==> src/rtl/sort_batch_streamer_if.sv <==
// sort_batch_streamer_if: word-stream, sorter and status signals of sort_batch_streamer
//   s_valid/s_ready/s_data/s_last  packed-batch input stream
//   x_valid/x, y_valid/y           sorter launch and result, slot i at [i*DATAWIDTH +: DATAWIDTH]
//   m_valid/m_ready/m_data/m_last  sorted output stream
//   busy, err_timeout              status
//   slave = streamer view, master = surrounding system view
interface sort_batch_streamer_if #(
  parameter int LOG_INPUT_NUM = 3,
  parameter int DATAWIDTH     = 32
);
  localparam int N = 1 << LOG_INPUT_NUM;
  logic                   s_valid;
  logic                   s_ready;
  logic [DATAWIDTH-1:0]   s_data;
  logic                   s_last;
  logic                   x_valid;
  logic [N*DATAWIDTH-1:0] x;
  logic [N*DATAWIDTH-1:0] y;
  logic                   y_valid;
  logic                   m_valid;
  logic                   m_ready;
  logic [DATAWIDTH-1:0]   m_data;
  logic                   m_last;
  logic                   busy;
  logic                   err_timeout;
  modport slave (
    input  s_valid, s_data, s_last, y, y_valid, m_ready,
    output s_ready, x_valid, x, m_valid, m_data, m_last, busy, err_timeout
  );
  modport master (
    output s_valid, s_data, s_last, y, y_valid, m_ready,
    input  s_ready, x_valid, x, m_valid, m_data, m_last, busy, err_timeout
  );
endinterface

==> src/rtl/sort_batch_streamer.sv <==
// sort_batch_streamer: packs a word stream into a padded batch, launches the sorter, replays sorted words
//   clk     clock, posedge
//   resetn  asynchronous active-low reset
//   bus     sort_batch_streamer_if.slave (input stream, sorter x/y, output stream, busy, err_timeout)
//   SORT_TIMEOUT_EN: when defined, WAIT gives up after TIMEOUT_CYCLES and raises sticky err_timeout
module sort_batch_streamer #(
  parameter int                   LOG_INPUT_NUM  = 3,
  parameter int                   DATAWIDTH      = 32,
  parameter logic [DATAWIDTH-1:0] PAD_VALUE      = {DATAWIDTH{1'b1}},
  parameter int                   TIMEOUT_CYCLES = 1024
) (
  input logic                 clk,
  input logic                 resetn,
  sort_batch_streamer_if.slave bus
);
  localparam int N = 1 << LOG_INPUT_NUM;
  localparam logic [LOG_INPUT_NUM:0] N_CNT = N;
  typedef enum logic [1:0] {FILL, LAUNCH, WAIT, DRAIN} state_t;
  state_t                   r_state, w_state_nxt;
  logic [LOG_INPUT_NUM:0]   r_cnt;
  logic [LOG_INPUT_NUM-1:0] r_idx;
  logic [N*DATAWIDTH-1:0]   r_x;
  logic [N*DATAWIDTH-1:0]   r_ybuf;
  logic [LOG_INPUT_NUM:0]   w_cnt_inc;
  logic                     w_fire_in;
  logic                     w_last;
  logic                     w_done_out;
  logic                     w_tmo_hit;
  assign w_cnt_inc  = r_cnt + 1'b1;
  assign w_fire_in  = (r_state == FILL) & bus.s_valid;
  assign w_last     = {1'b0, r_idx} == r_cnt - 1'b1;
  assign w_done_out = (r_state == DRAIN) & bus.m_ready & w_last;
  assign bus.x      = r_x;
`ifdef SORT_TIMEOUT_EN
  localparam int TW = $clog2(TIMEOUT_CYCLES + 1);
  logic [TW-1:0] r_tmo;
  logic          r_err;
  assign w_tmo_hit       = (r_state == WAIT) & ~bus.y_valid & (r_tmo == TW'(TIMEOUT_CYCLES - 1));
  assign bus.err_timeout = r_err;
  always_ff @(posedge clk or negedge resetn)
    if (!resetn) begin
      r_tmo <= '0;
      r_err <= 1'b0;
    end else begin
      r_tmo <= (r_state == WAIT) ? r_tmo + 1'b1 : '0;
      r_err <= r_err | w_tmo_hit;
    end
`else
  assign w_tmo_hit       = 1'b0;
  assign bus.err_timeout = 1'b0;
`endif
  always_comb begin
    w_state_nxt  = r_state;
    bus.s_ready  = r_state == FILL;
    bus.x_valid  = r_state == LAUNCH;
    bus.m_valid  = r_state == DRAIN;
    bus.m_data   = (r_state == DRAIN) ? r_ybuf[r_idx*DATAWIDTH +: DATAWIDTH] : '0;
    bus.m_last   = (r_state == DRAIN) & w_last;
    bus.busy     = !((r_state == FILL) && (r_cnt == '0));
    case (r_state)
      FILL:    w_state_nxt = (w_fire_in && (bus.s_last || w_cnt_inc == N_CNT)) ? LAUNCH : FILL;
      LAUNCH:  w_state_nxt = WAIT;
      WAIT:    w_state_nxt = bus.y_valid ? DRAIN : (w_tmo_hit ? FILL : WAIT);
      DRAIN:   w_state_nxt = w_done_out ? FILL : DRAIN;
      default: w_state_nxt = FILL;
    endcase
  end
  always_ff @(posedge clk or negedge resetn)
    if (!resetn) begin
      r_state <= FILL;
      r_cnt   <= '0;
      r_idx   <= '0;
      r_x     <= {N{PAD_VALUE}};
      r_ybuf  <= '0;
    end else begin
      r_state <= w_state_nxt;
      if (w_fire_in) begin
        r_x[r_cnt[LOG_INPUT_NUM-1:0]*DATAWIDTH +: DATAWIDTH] <= bus.s_data;
        r_cnt <= w_cnt_inc;
      end
      if (r_state == WAIT && bus.y_valid) begin
        r_ybuf <= bus.y;
        r_idx  <= '0;
      end
      if (r_state == DRAIN && bus.m_ready) r_idx <= r_idx + 1'b1;
      // slots go back to pad so the next short batch sorts its pad to the tail
      if (w_done_out || w_tmo_hit) begin
        r_cnt <= '0;
        r_x   <= {N{PAD_VALUE}};
      end
    end
endmodule

==> src/flat_wrapper.sv <==
// flat-port wrapper written by rule: the top's interface ports become plain ports
module sort_batch_streamer_flat 
#(
  parameter int                   LOG_INPUT_NUM  = 3,
  parameter int                   DATAWIDTH      = 32,
  parameter logic [DATAWIDTH-1:0] PAD_VALUE      = {DATAWIDTH{1'b1}},
  parameter int                   TIMEOUT_CYCLES = 1024
)
  (clk, resetn, bus_s_valid, bus_s_data, bus_s_last, bus_y, bus_y_valid, bus_m_ready, bus_s_ready, bus_x_valid, bus_x, bus_m_valid, bus_m_data, bus_m_last, bus_busy, bus_err_timeout);
  sort_batch_streamer_if #(.LOG_INPUT_NUM(LOG_INPUT_NUM), .DATAWIDTH(DATAWIDTH)) bus_i ();
  input logic clk;
  input logic resetn;
  input wire logic [$bits(bus_i.s_valid)-1:0] bus_s_valid;
  input wire logic [$bits(bus_i.s_data)-1:0] bus_s_data;
  input wire logic [$bits(bus_i.s_last)-1:0] bus_s_last;
  input wire logic [$bits(bus_i.y)-1:0] bus_y;
  input wire logic [$bits(bus_i.y_valid)-1:0] bus_y_valid;
  input wire logic [$bits(bus_i.m_ready)-1:0] bus_m_ready;
  output wire logic [$bits(bus_i.s_ready)-1:0] bus_s_ready;
  output wire logic [$bits(bus_i.x_valid)-1:0] bus_x_valid;
  output wire logic [$bits(bus_i.x)-1:0] bus_x;
  output wire logic [$bits(bus_i.m_valid)-1:0] bus_m_valid;
  output wire logic [$bits(bus_i.m_data)-1:0] bus_m_data;
  output wire logic [$bits(bus_i.m_last)-1:0] bus_m_last;
  output wire logic [$bits(bus_i.busy)-1:0] bus_busy;
  output wire logic [$bits(bus_i.err_timeout)-1:0] bus_err_timeout;
  assign bus_i.s_valid = bus_s_valid;
  assign bus_i.s_data = bus_s_data;
  assign bus_i.s_last = bus_s_last;
  assign bus_i.y = bus_y;
  assign bus_i.y_valid = bus_y_valid;
  assign bus_i.m_ready = bus_m_ready;
  assign bus_s_ready = bus_i.s_ready;
  assign bus_x_valid = bus_i.x_valid;
  assign bus_x = bus_i.x;
  assign bus_m_valid = bus_i.m_valid;
  assign bus_m_data = bus_i.m_data;
  assign bus_m_last = bus_i.m_last;
  assign bus_busy = bus_i.busy;
  assign bus_err_timeout = bus_i.err_timeout;
  sort_batch_streamer #(.LOG_INPUT_NUM(LOG_INPUT_NUM), .DATAWIDTH(DATAWIDTH), .PAD_VALUE(PAD_VALUE), .TIMEOUT_CYCLES(TIMEOUT_CYCLES)) u_core (.clk(clk), .resetn(resetn), .bus(bus_i));
endmodule
==> config.mk <==
export PLATFORM = sky130hd
export DESIGN_NAME = sort_batch_streamer_flat
export DESIGN_NICKNAME = d
export VERILOG_FILES = /design/src/rtl/sort_batch_streamer_if.sv /design/src/rtl/sort_batch_streamer.sv /design/src/flat_wrapper.sv
export SDC_FILE = /design/constraint.sdc
export NUM_CORES = 1
export LEC_CHECK = 0
export BUFFER_PORTS_ARGS = -buffer_cell sky130_fd_sc_hd__clkbuf_2
export CAP_MARGIN = 20
export CORE_AREA = 2 2 229 231
export DETAILED_ROUTE_END_ITERATION = 12
export DIE_AREA = 0 0 231 233
export PLACE_DENSITY = 0.7
export SYNTH_ARGS = -nofsm -noshare
export SYNTH_HDL_FRONTEND = slang
export SYNTH_SLANG_ARGS = --single-unit
==> constraint.sdc <==
create_clock -name clk -period 6.8 [get_ports clk]
set_input_delay 1.36 -clock clk [delete_from_list [all_inputs] [get_ports clk]]
set_output_delay 1.36 -clock clk [all_outputs]
set_load 0.01 [all_outputs]
==> results of run 1 <==
-- where the power goes --
group | internal [mW] | switching, mW | leakage, nW
clock | 1.73 | 1.25 | 0.871
combinational | 2.86 | 2.99 | 6.55
sequential | 5.15 | 0.971 | 5.83
-- cell type report --
| cell class | count | area [um2] |
|---|---|---|
| fill | 4358 | 22400 |
| clock inverter | 17 | 188 |
| sequential | 521 | 13400 |
| antenna | 6 | 15.0 |
| timing repair buffer | 606 | 3140 |
| tap | 680 | 851 |
| multi-input combinational | 1051 | 9480 |
| clock buffer | 82 | 1590 |
| inverter | 6 | 22.5 |
-- metrics by stage --
stage                     power, mW  cells  setup slack, ns  hold WS (ns)  utilization
after floorplan                9.88   1719             3.65         0.474            -
after CTS                      15.1   2963             2.11         0.488        0.561
after global routing           15.8   2968             1.96         0.501        0.561
final                          14.9   2969             2.23         0.484        0.561
after global placement         11.8   2864             2.79         0.474        0.526
after detailed placement       12.1   2864             2.78         0.478        0.526
-- registers in the layout, summed over array words and instances, names as in the netlist --
register,count
u_core.r_idx,3
u_core.bus.x,256
u_core.r_cnt,4
u_core.r_state,2
u_core.r_ybuf,256
-- cells by family after synthesis --
kind of cell,after synthesis,share of synthesized area
AO/OA/AOI/OAI,233,0.116
flip-flops,521,0.568
AND/OR/NAND/NOR,450,0.0772
buffers and inverters,147,0.0341
other,1,0.000159
multiplexers,352,0.197
XOR/XNOR,9,0.00394
adder cells (fa/ha/maj),6,0.00319
-- cells in the mapped netlist, types with 2 or more instances --
library cell,instances
sky130_fd_sc_hd__nor2_1,39
sky130_fd_sc_hd__o211ai_1,26
sky130_fd_sc_hd__clkbuf_1,76
sky130_fd_sc_hd__nand3_1,39
sky130_fd_sc_hd__dfrtp_1,265
sky130_fd_sc_hd__xnor2_1,5
sky130_fd_sc_hd__buf_2,33
sky130_fd_sc_hd__mux2_2,256
sky130_fd_sc_hd__nor2b_1,2
sky130_fd_sc_hd__mux2i_1,32
sky130_fd_sc_hd__nand2_2,2
sky130_fd_sc_hd__nand2_1,353
sky130_fd_sc_hd__buf_6,26
sky130_fd_sc_hd__o21ai_0,3
sky130_fd_sc_hd__inv_1,6
sky130_fd_sc_hd__o2111ai_1,3
sky130_fd_sc_hd__ha_1,6
sky130_fd_sc_hd__xor2_1,3
sky130_fd_sc_hd__mux4_2,64
sky130_fd_sc_hd__o211ai_2,198
sky130_fd_sc_hd__nor3_1,4
sky130_fd_sc_hd__dfstp_2,256
sky130_fd_sc_hd__nand3_2,2
sky130_fd_sc_hd__buf_1,4
-- final timing paths --
kind / endpoint / depth (start not counted) / start / slack [ns]
max: bus_m_data[31] / 5 / u_core.r_idx[0] / 2.23
min: u_core.bus.x[2] / 2 / u_core.bus.x[2] / 0.48
max reg2reg: u_core.bus.x[149] / 6 / u_core.r_state[1] / 3.09
min reg2reg: u_core.bus.x[2] / 2 / u_core.bus.x[2] / 0.48
max in group asynchronous: u_core.r_ybuf[119] / 2 / resetn / 4.76
min in group asynchronous: u_core.bus.x[32] / 1 / resetn / 1.09
-- metal layers --
metal,up-vias,global-route usage
li1,7199,-
met1,8047,0.282
met2,569,0.417
met3,163,0.0848
met4,20,0.107
met5,-,0
-- critical path: stages (launching register included) --
cell,delay (ns)
sky130_fd_sc_hd__dfrtp_4,1.00
sky130_fd_sc_hd__buf_4,0.57
sky130_fd_sc_hd__mux4_2,0.56
sky130_fd_sc_hd__mux2i_1,0.15
sky130_fd_sc_hd__nor2_1,0.08
sky130_fd_sc_hd__clkbuf_2,0.19
==> out/metrics.cfg, run 1 <==
[outcome]
status=finished clean

[layout]
area_growth_pct=21.8
final_cell_mix=585 x sky130_fd_sc_hd__clkbuf_2, 353 x sky130_fd_sc_hd__nand2_1, 262 x sky130_fd_sc_hd__dfrtp_1, 256 x sky130_fd_sc_hd__mux2_2, 256 x sky130_fd_sc_hd__dfstp_2
mostFrequentLayoutCell=sky130_fd_sc_hd__clkbuf_2
fin_nets=2541
area_of_all_placed_cells_without_fillers_um2=28700
drive_gt1_frac=0.649

[timing]
achievable-frequency_mhz=219
setup_violations=0
grt_setup_unrepaired=false
tightest_slew_ns=1.09
worst_slew_margin_rel=0.276
timing_max_transition_violations_final=0
fin_skew_ns=0.0267
finalWorstPathRequiredPeriod_ns=4.57
timing.final.crit_share=0.672
final-hold-violation-count=0
finalSetupTns_ns=0

[synthesis]
synth-warning-count=0
synth_enable_flop_cells=0
synth.net_count=2019
yosys.cell_types.count=40
synth_async_sr_flop_share=1.00
ys_seq_elements=521
post-synth-top-area-fraction=0.286
synth_area_leader_cell=sky130_fd_sc_hd__dfstp_2
synth.cell_area_um2=23500
seq_area_frac_synth=0.568
synth_flop_cell=sky130_fd_sc_hd__dfrtp_1
synth.top_cells.by_area=sky130_fd_sc_hd__dfstp_2 29%, sky130_fd_sc_hd__dfrtp_1 28%, sky130_fd_sc_hd__mux2_2 12%
mean_instance_size_in_the_synthesized_netlist_um2=13.7
synth_cells=1719

[floorplan]
die_h_um=233
placementRows=83
chipWidth_um=231
initial_utilization=0.460
floorplan.die_area_um2=53800
design.portCount=588
coreArea_um2=51100

[clocking]
clkSlewWorstSetupHoldPaths_ns=0.06
post_cts_resize_count=0
cts_sinks=521
cts_tree=yes
cts-root-buf=sky130_fd_sc_hd__clkbuf_16
clk-insertion-delay-late_ns=0.61
htreeDepth=2
cts.repair_timing.setup_buffer_count=0
clockBufferDepth=3
tritoncts.num_buffers=55
holdBufCountCts=0

[drt]
drt_pass1_iterations=5
top_layer=met5
route.layer.met1.wl_um=24900
wl_per_cell_um=22.5
wl_met2_um=33100
routed_wirelength_um=66800
via_per_inst=5.39
first_iter_violations=1019
via_count=16000
drcViolationCount=0
antenna_left=0
met3RoutedLength_um=5800

[placed_design]
routabilityCongestion=0.871
hpwlAfterDp_um=47700
place.port_buffers=586
detailed_place.area_um2=26900

[pwr]
power_density_nw_per_um2=521
peakVddDrop_v=0.000293
leak_pwr_nw=13.3

[worst_setup_path]
worst_setup_path_end_kind=output port
critical_path_class=flop to output port
worst_ep_arrival_time_ns=3.21
cp-start-kind=flop
required_ns=5.44
worst-path-max-fanout=45

[global_routing]
grt_pass1_vias=16800
grt_overall_usage=0.246
grt_start_max_net_pins=175
initial_antenna_violation_count=19
grt_first_pass_wirelength_um=100000
grt_remaining_overflow=0

[worst_hold_path]
hold_path_class=flop to flop

[flow_run]
timing.max_cap.violations=0

(Power assumes the default switching activity.)
==> run 2, diff against run 1 <==
--- a/config.mk
+++ b/config.mk
@@ -5,12 +5,13 @@
 export SDC_FILE = /design/constraint.sdc
 export NUM_CORES = 1
 export LEC_CHECK = 0
+export ABC_AREA = 1
 export BUFFER_PORTS_ARGS = -buffer_cell sky130_fd_sc_hd__clkbuf_2
 export CAP_MARGIN = 20
-export CORE_AREA = 2 2 229 231
+export CORE_AREA = 2 2 227 229
 export DETAILED_ROUTE_END_ITERATION = 12
-export DIE_AREA = 0 0 231 233
-export PLACE_DENSITY = 0.7
+export DIE_AREA = 0 0 229 231
+export PLACE_DENSITY = 0.76
 export SYNTH_ARGS = -nofsm -noshare
 export SYNTH_HDL_FRONTEND = slang
 export SYNTH_SLANG_ARGS = --single-unit
==> constraint.sdc (replaced) <==
create_clock -name clk -period 4.2 [get_ports clk]
set_input_delay 0.84 -clock clk [delete_from_list [all_inputs] [get_ports clk]]
set_output_delay 0.84 -clock clk [all_outputs]
set_load 0.01 [all_outputs]
==> run 2 against run 1 <==
Effect of this change: register-to-register slack got worse by 2.2 ns; hold slack got worse by 0.24 ns; global-route usage increased by 7.6 points; power grew 65%; die area decreased by 1.7%; flip-flop and latch count unchanged; non-clock buffer count rose by 36; clock power up 68%; critical path type unchanged; largest cell class unchanged; largest power group is now combinational cells.
==> out/metrics.cfg, run 2 <==
[worst_setup_path]
critical_path_class=flop to output port
reg2reg_to=u_core.bus.x[248]
timing.critical_path.depth=7  ; +2
timing.critical_path.slowest_cell_delay_ns=0.61  ; -0.39 ns
worst-path-max-fanout=68  ; +51%
cp-start-kind=flop
required_ns=3.36  ; -2.08 ns
reg2reg_slack_ns=0.85  ; -2.24 ns
crit_path_frequent_cell=sky130_fd_sc_hd__nor2_1
worst_setup_path_end_kind=output port
depth_of_the_worst_register_to_register_path=10  ; +4
crit_slowest_cell=sky130_fd_sc_hd__dfrtp_4
worst_ep_arrival_time_ns=3.03  ; -0.18 ns
family_with_the_most_delay_on_the_worst_path=buffers and inverters
reg2reg_from=u_core.r_cnt[0]
critical_path.n_buffers_inverters=3  ; +1
crit_path_cell_trace=inv_4 > buf_12 > o21ai_0 > o22ai_1 > nor2_1 > nor2_1 > clkbuf_2

[synthesis]
synth_area_leader_cell=sky130_fd_sc_hd__dfstp_2
synth.top_cells.by_area=sky130_fd_sc_hd__dfstp_2 27%, sky130_fd_sc_hd__dfrtp_1 27%, sky130_fd_sc_hd__nand2_1 21%
synth-warning-count=0  ; unchanged
yosys.cell_count.top_type=sky130_fd_sc_hd__nand2_1
synth.net_count=3444  ; +71%
mean_instance_size_in_the_synthesized_netlist_um2=7.79  ; -43%
synth_async_sr_flop_share=1.00  ; unchanged
ys_top_cells_by_count=1,385 x sky130_fd_sc_hd__nand2_1, 265 x sky130_fd_sc_hd__dfrtp_1, 256 x sky130_fd_sc_hd__dfstp_2, 256 x sky130_fd_sc_hd__o21ai_0, 255 x sky130_fd_sc_hd__nor2_1
seq_area_frac_synth=0.546  ; -0.0222
post-synth-top-area-fraction=0.275  ; -0.0112
synth_enable_flop_cells=0  ; unchanged
yosys.cell_types.count=27  ; -33%
ys_seq_elements=521  ; unchanged
synth_cells=3144  ; +83%
synth_flop_cell=sky130_fd_sc_hd__dfrtp_1
synth.cell_area_um2=24500  ; +4.1%

[global_routing]
grt_first_pass_wirelength_um=132000  ; +32%
grt_start_max_net_pins=222  ; +27%
grt_pass1_vias=22300  ; +32%
grt_overall_usage=0.322  ; +0.0762
initial_antenna_violation_count=13  ; -6
grt_remaining_overflow=0  ; unchanged

[timing]
setup_violations=0  ; unchanged
fin_skew_ns=0.0274  ; +0.000722 ns
finalSetupTns_ns=0  ; unchanged
whs_ns=0.240  ; -0.243 ns
final-hold-violation-count=0  ; unchanged
tightest_slew_ns=1.11  ; +0.0272 ns
timing_max_transition_violations_final=0  ; unchanged
finalWorstPathRequiredPeriod_ns=3.87
achievable-frequency_mhz=258
timing.final.crit_share=0.921
grt_setup_unrepaired=false
post-route-worst-setup-slack_ns=0.331  ; -1.90 ns
worst_slew_margin_rel=0.257  ; -0.0181

[clocking]
tritoncts.num_buffers=54  ; -1.8%
cts_tree=yes
cts-root-buf=sky130_fd_sc_hd__clkbuf_16
post_cts_resize_count=0  ; unchanged
cts.repair_timing.setup_buffer_count=0  ; unchanged
clkSlewWorstSetupHoldPaths_ns=0.06  ; about the same
holdBufCountCts=0  ; unchanged
cts_sinks=521  ; unchanged
clockBufferDepth=3  ; unchanged
htreeDepth=2  ; unchanged
clk-insertion-delay-late_ns=0.62  ; about the same

[layout]
drive_gt1_frac=0.276  ; -0.373
area_of_all_placed_cells_without_fillers_um2=29800  ; +3.9%
area_growth_pct=21.5
number_of_fillers_in_the_final_layout=4537  ; +4.1%
mostFrequentLayoutCell=sky130_fd_sc_hd__nand2_1
final_cell_mix=1,384 x sky130_fd_sc_hd__nand2_1, 585 x sky130_fd_sc_hd__clkbuf_2, 263 x sky130_fd_sc_hd__dfrtp_1, 256 x sky130_fd_sc_hd__o21ai_0, 256 x sky130_fd_sc_hd__dfstp_2
fin_nets=3898  ; +53%
finish.cell_count_without_fillers=4330  ; +46%
final_core_utilization=0.587  ; +0.0264

[floorplan]
placementRows=83  ; unchanged
floorplan.die_area_um2=52900  ; -1.7%
coreArea_um2=50700  ; -0.81%
initial_utilization=0.483  ; +0.0227
chipWidth_um=229  ; -0.87%
die_h_um=231  ; -0.86%
design.portCount=588  ; unchanged

[worst_hold_path]
hold_path_class=input pin to async pin

[pwr]
peakVddDrop_v=0.000401  ; +37%
leak_pwr_nw=15.9  ; +20%
power_density_nw_per_um2=827  ; +59%
total_power_mw=24.6  ; +65%

[drt]
wl_per_cell_um=20.2  ; -10%
via_per_inst=5.54  ; +2.8%
routed_wirelength_um=87300  ; +31%
drt_pass1_iterations=6  ; +1
drcViolationCount=0  ; unchanged
first_iter_violations=3317  ; +230%
via_count=24000  ; +50%
antenna_left=0  ; unchanged

[placed_design]
hpwlAfterDp_um=60900  ; +28%
routabilityCongestion=0.936  ; +7.5%
numPlacedInstances=4222  ; +47%
place.port_buffers=586  ; unchanged
dp_worst_setup_slack_ns=0.909  ; -1.87 ns
detailed_place.area_um2=27900  ; +3.9%

[outcome]
status=finished clean

[flow_run]
timing.max_cap.violations=0  ; unchanged

==> run 2: changes by cell type in the layout (fill, tap and decap cells not counted), moves of 32 or more <==
cell | previous run | this run
sky130_fd_sc_hd__nand3_1 | 35 | 144
sky130_fd_sc_hd__mux2i_1 | 32 | 0
sky130_fd_sc_hd__mux2_2 | 256 | 0
sky130_fd_sc_hd__nand2_1 | 353 | 1384
sky130_fd_sc_hd__inv_1 | 6 | 68
sky130_fd_sc_hd__o211ai_2 | 198 | 0
sky130_fd_sc_hd__o22ai_1 | 0 | 64
sky130_fd_sc_hd__o21ai_0 | 3 | 256
sky130_fd_sc_hd__nand4_1 | 1 | 102
sky130_fd_sc_hd__mux4_2 | 64 | 0
sky130_fd_sc_hd__nor2_1 | 38 | 253
sky130_fd_sc_hd__a21oi_1 | 1 | 45
==> run 2: kinds of logic after synthesis <==
| family | after synthesis | share of synthesized area |
|---|---|---|
| AND/OR/NAND/NOR | 1895 | 0.310 |
| adder cells (fa/ha/maj) | 6 | 0.00307 |
| AO/OA/AOI/OAI | 400 | 0.0875 |
| other | 1 | 0.000153 |
| buffers and inverters | 319 | 0.0527 |
| flip-flops | 521 | 0.546 |
| XOR/XNOR | 2 | 0.000716 |
==> run 2: layout make-up <==
cell class / instances / area (um2) / area share
Sequential cell: 521 / 13400 / 0.449
Inverter: 75 / 292 / 0.00980
Antenna cell: 10 / 25.0 / 0.000841
Tap cell: 680 / 851 / 0.0286
Clock buffer: 67 / 1460 / 0.0491
Multi-Input combinational cell: 2304 / 9870 / 0.332
Timing Repair Buffer: 642 / 3540 / 0.119
Clock inverter: 31 / 357 / 0.0120
==> run 2: metal layers <==
metal / vias to the layer above / global-route usage / part of all wire
li1: 11000 / - / -
met1: 11200 / 0.447 / 0.40
met2: 1550 / 0.477 / 0.44
met3: 245 / 0.0707 / 0.10
met4: 6 / 0.164 / 0.052
met5: - / 0 / 0.00048
==> run 2: worst max path at each step <==
stage	slack, ns	start	endpoint
4_1_cts	0.33	u_core.r_cnt[0]	bus_m_last
5_1_grt	0.21	u_core.r_cnt[0]	bus_m_last
3_5_place_dp	0.91	u_core.r_cnt[0]	u_core.bus.x[6]
6_report	0.33	u_core.r_idx[0]	bus_m_data[20]
2_1_floorplan	1.84	u_core.r_idx[0]	bus_m_data[23]
3_3_place_gp	0.89	u_core.r_cnt[0]	u_core.bus.x[23]
==> run 2: power breakdown <==
group	total (mW)	internal (mW)	leakage (nW)	switching [mW]
logic	10.3	3.27	9.05	7.03
registers	9.33	7.84	5.98	1.49
clock network	4.98	2.90	0.893	2.08
==> run 3, diff against run 2 <==
--- a/config.mk
+++ b/config.mk
@@ -8,10 +8,9 @@
 export ABC_AREA = 1
 export BUFFER_PORTS_ARGS = -buffer_cell sky130_fd_sc_hd__clkbuf_2
 export CAP_MARGIN = 20
-export CORE_AREA = 2 2 227 229
+export CORE_MARGIN = 1
+export CORE_UTILIZATION = 40
 export DETAILED_ROUTE_END_ITERATION = 12
-export DIE_AREA = 0 0 229 231
-export PLACE_DENSITY = 0.76
 export SYNTH_ARGS = -nofsm -noshare
 export SYNTH_HDL_FRONTEND = slang
 export SYNTH_SLANG_ARGS = --single-unit
==> run 3 against run 2 <==
Effect of this change: power increased by 2.3%; clock skew decreased by 0.016 ns; fmax increased by 4.4%; sequential share of layout area decreased by 0.43 points; count of clock-buffer cells in the layout increased by 19; die area increased by 18%; wire length increased by 2.7%; flip-flop and latch count unchanged; critical path depth unchanged; core utilization decreased by 9.0 points; first-iteration DRC count decreased by 28%; cell count increased by 2.4%; critical path type unchanged; largest power group unchanged.
==> out/metrics.cfg, run 3 (synthesis results as in run 2) <==
[drt]
via_per_inst=5.24  ; -5.4%
routed_wirelength_um=89700  ; +2.7%
wl_per_cell_um=20.2  ; +0.29%
drcViolationCount=0  ; unchanged
antenna_left=0  ; unchanged
first_iter_violations=2372  ; -28%
via_count=23200  ; -3.1%
drt_pass1_iterations=6  ; unchanged

[clocking]
htreeDepth=2  ; unchanged
cts_tree=yes
clkSlewWorstSetupHoldPaths_ns=0.06  ; about the same
cts.repair_timing.setup_buffer_count=0  ; unchanged
cts-root-buf=sky130_fd_sc_hd__clkbuf_16
clockBufferDepth=3  ; unchanged
clk-insertion-delay-late_ns=0.62  ; about the same
post_cts_resize_count=0  ; unchanged
holdBufCountCts=0  ; unchanged
tritoncts.num_buffers=58  ; +7.4%
cts_sinks=521  ; unchanged

[timing]
grt_setup_unrepaired=false
whs_ns=0.204  ; -0.0360 ns
finalWorstPathRequiredPeriod_ns=3.71  ; -0.162 ns
fin_skew_ns=0.0114  ; -0.0161 ns
setup_violations=0  ; unchanged
timing_max_transition_violations_final=0  ; unchanged
finalSetupTns_ns=0  ; unchanged
tightest_slew_ns=1.31  ; +0.201 ns
achievable-frequency_mhz=270  ; +4.4%
worst_slew_margin_rel=0.124  ; -0.134
timing.final.crit_share=0.883  ; -0.0385
final-hold-violation-count=0  ; unchanged

[layout]
mostFrequentLayoutCell=sky130_fd_sc_hd__nand2_1
fin_nets=3894  ; -0.10%
final_core_utilization=0.497  ; -0.0903
area_growth_pct=22.7
final_cell_mix=1,384 x sky130_fd_sc_hd__nand2_1, 585 x sky130_fd_sc_hd__clkbuf_2, 263 x sky130_fd_sc_hd__dfrtp_1, 256 x sky130_fd_sc_hd__o21ai_0, 256 x sky130_fd_sc_hd__dfstp_2
number_of_fillers_in_the_final_layout=6128  ; +35%
drive_gt1_frac=0.277  ; +0.00134

[worst_setup_path]
reg2reg_from=u_core.r_cnt[0]
worst_setup_path_end_kind=output port
reg2reg_slack_ns=0.53  ; -0.32 ns
worst-path-max-fanout=53  ; -22%
required_ns=3.36  ; about the same
worst_ep_arrival_time_ns=2.87  ; -0.16 ns
critical_path_class=flop to output port
depth_of_the_worst_register_to_register_path=8  ; -2
cp-start-kind=flop
reg2reg_to=u_core.bus.x[5]

[floorplan]
die_h_um=249  ; +8.0%
design.portCount=588  ; unchanged
floorplan.die_area_um2=62200  ; +18%
placementRows=90  ; +8.4%
coreArea_um2=60500  ; +19%
initial_utilization=0.405  ; -0.0782
chipWidth_um=249  ; +8.9%

[placed_design]
hpwlAfterDp_um=60800  ; -0.17%
routabilityCongestion=0.937  ; +0.18%
place.port_buffers=586  ; unchanged

[pwr]
power_density_nw_per_um2=838  ; +1.4%
total_power_mw=25.2  ; +2.3%
leak_pwr_nw=16.0  ; +0.54%
peakVddDrop_v=0.000550  ; +37%

[global_routing]
grt_overall_usage=0.282  ; -0.0400
initial_antenna_violation_count=10  ; -3
grt_first_pass_wirelength_um=135000  ; +2.1%
grt_remaining_overflow=0  ; unchanged
grt_pass1_vias=21500  ; -3.3%
grt_start_max_net_pins=257  ; +16%

[worst_hold_path]
hold_path_class=input pin to async pin

[flow_run]
timing.max_cap.violations=0  ; unchanged

[outcome]
status=finished clean

[run 3: routing by layer]
layer	global-route usage	routed length, um	share of wire	vias up
met4	0.111	3370	0.038	0
met3	0.0426	6350	0.071	160
li1	-	-	-	11000
met5	0	0	0	-
met1	0.419	40200	0.45	11200
met2	0.412	39700	0.44	912
[run 3: cell type report]
type                            count  area, um2  share of cell area
Antenna cell                       10       25.0            0.000833
Sequential cell                   521      13400               0.445
Timing Repair Buffer              634       3450               0.115
Inverter                           75        292             0.00970
Multi-Input combinational cell   2304       9870               0.329
Clock buffer                       86       1780              0.0593
Tap cell                          782        978              0.0326
Clock inverter                     24        279             0.00929
[run 3: report_power, final]
group | internal [mW] | switching [mW] | leakage [nW]
registers | 7.84 | 1.28 | 5.98
logic | 3.28 | 7.31 | 9.01
clock network | 3.30 | 2.18 | 1.02
total | 14.4 | 10.8 | 16.0
[run 3: how the worst max path moves through the flow]
stage	cells after the start	endpoint	from
finish	7	bus_m_data[17]	u_core.r_idx[0]
global route	8	u_core.bus.x[5]	u_core.r_cnt[0]
CTS	7	bus_m_data[17]	u_core.r_idx[0]
detailed placement	8	u_core.bus.x[7]	u_core.r_cnt[0]
global placement	8	u_core.bus.x[28]	u_core.r_cnt[0]
floorplan	7	bus_m_data[23]	u_core.r_idx[0]
[run 3: metrics by stage]
stage	instances	area, um2	worst slack (ns)
2_1_floorplan	3144	24500	1.84
3_3_place_gp	4316	28000	0.794
3_5_place_dp	4316	28000	0.618
4_1_cts	4426	30000	0.424
5_1_grt	4436	30000	0.240
6_report	4436	30000	0.492
[run 3: worst max-delay path, stage by stage, from the launching register on]
cell	delay, ns
sky130_fd_sc_hd__dfrtp_4	0.50
sky130_fd_sc_hd__inv_4	0.47
sky130_fd_sc_hd__buf_12	0.28
sky130_fd_sc_hd__o21ai_0	0.11
sky130_fd_sc_hd__o22ai_1	0.40
sky130_fd_sc_hd__nor2_1	0.08
sky130_fd_sc_hd__nor2_1	0.22
sky130_fd_sc_hd__clkbuf_2	0.17
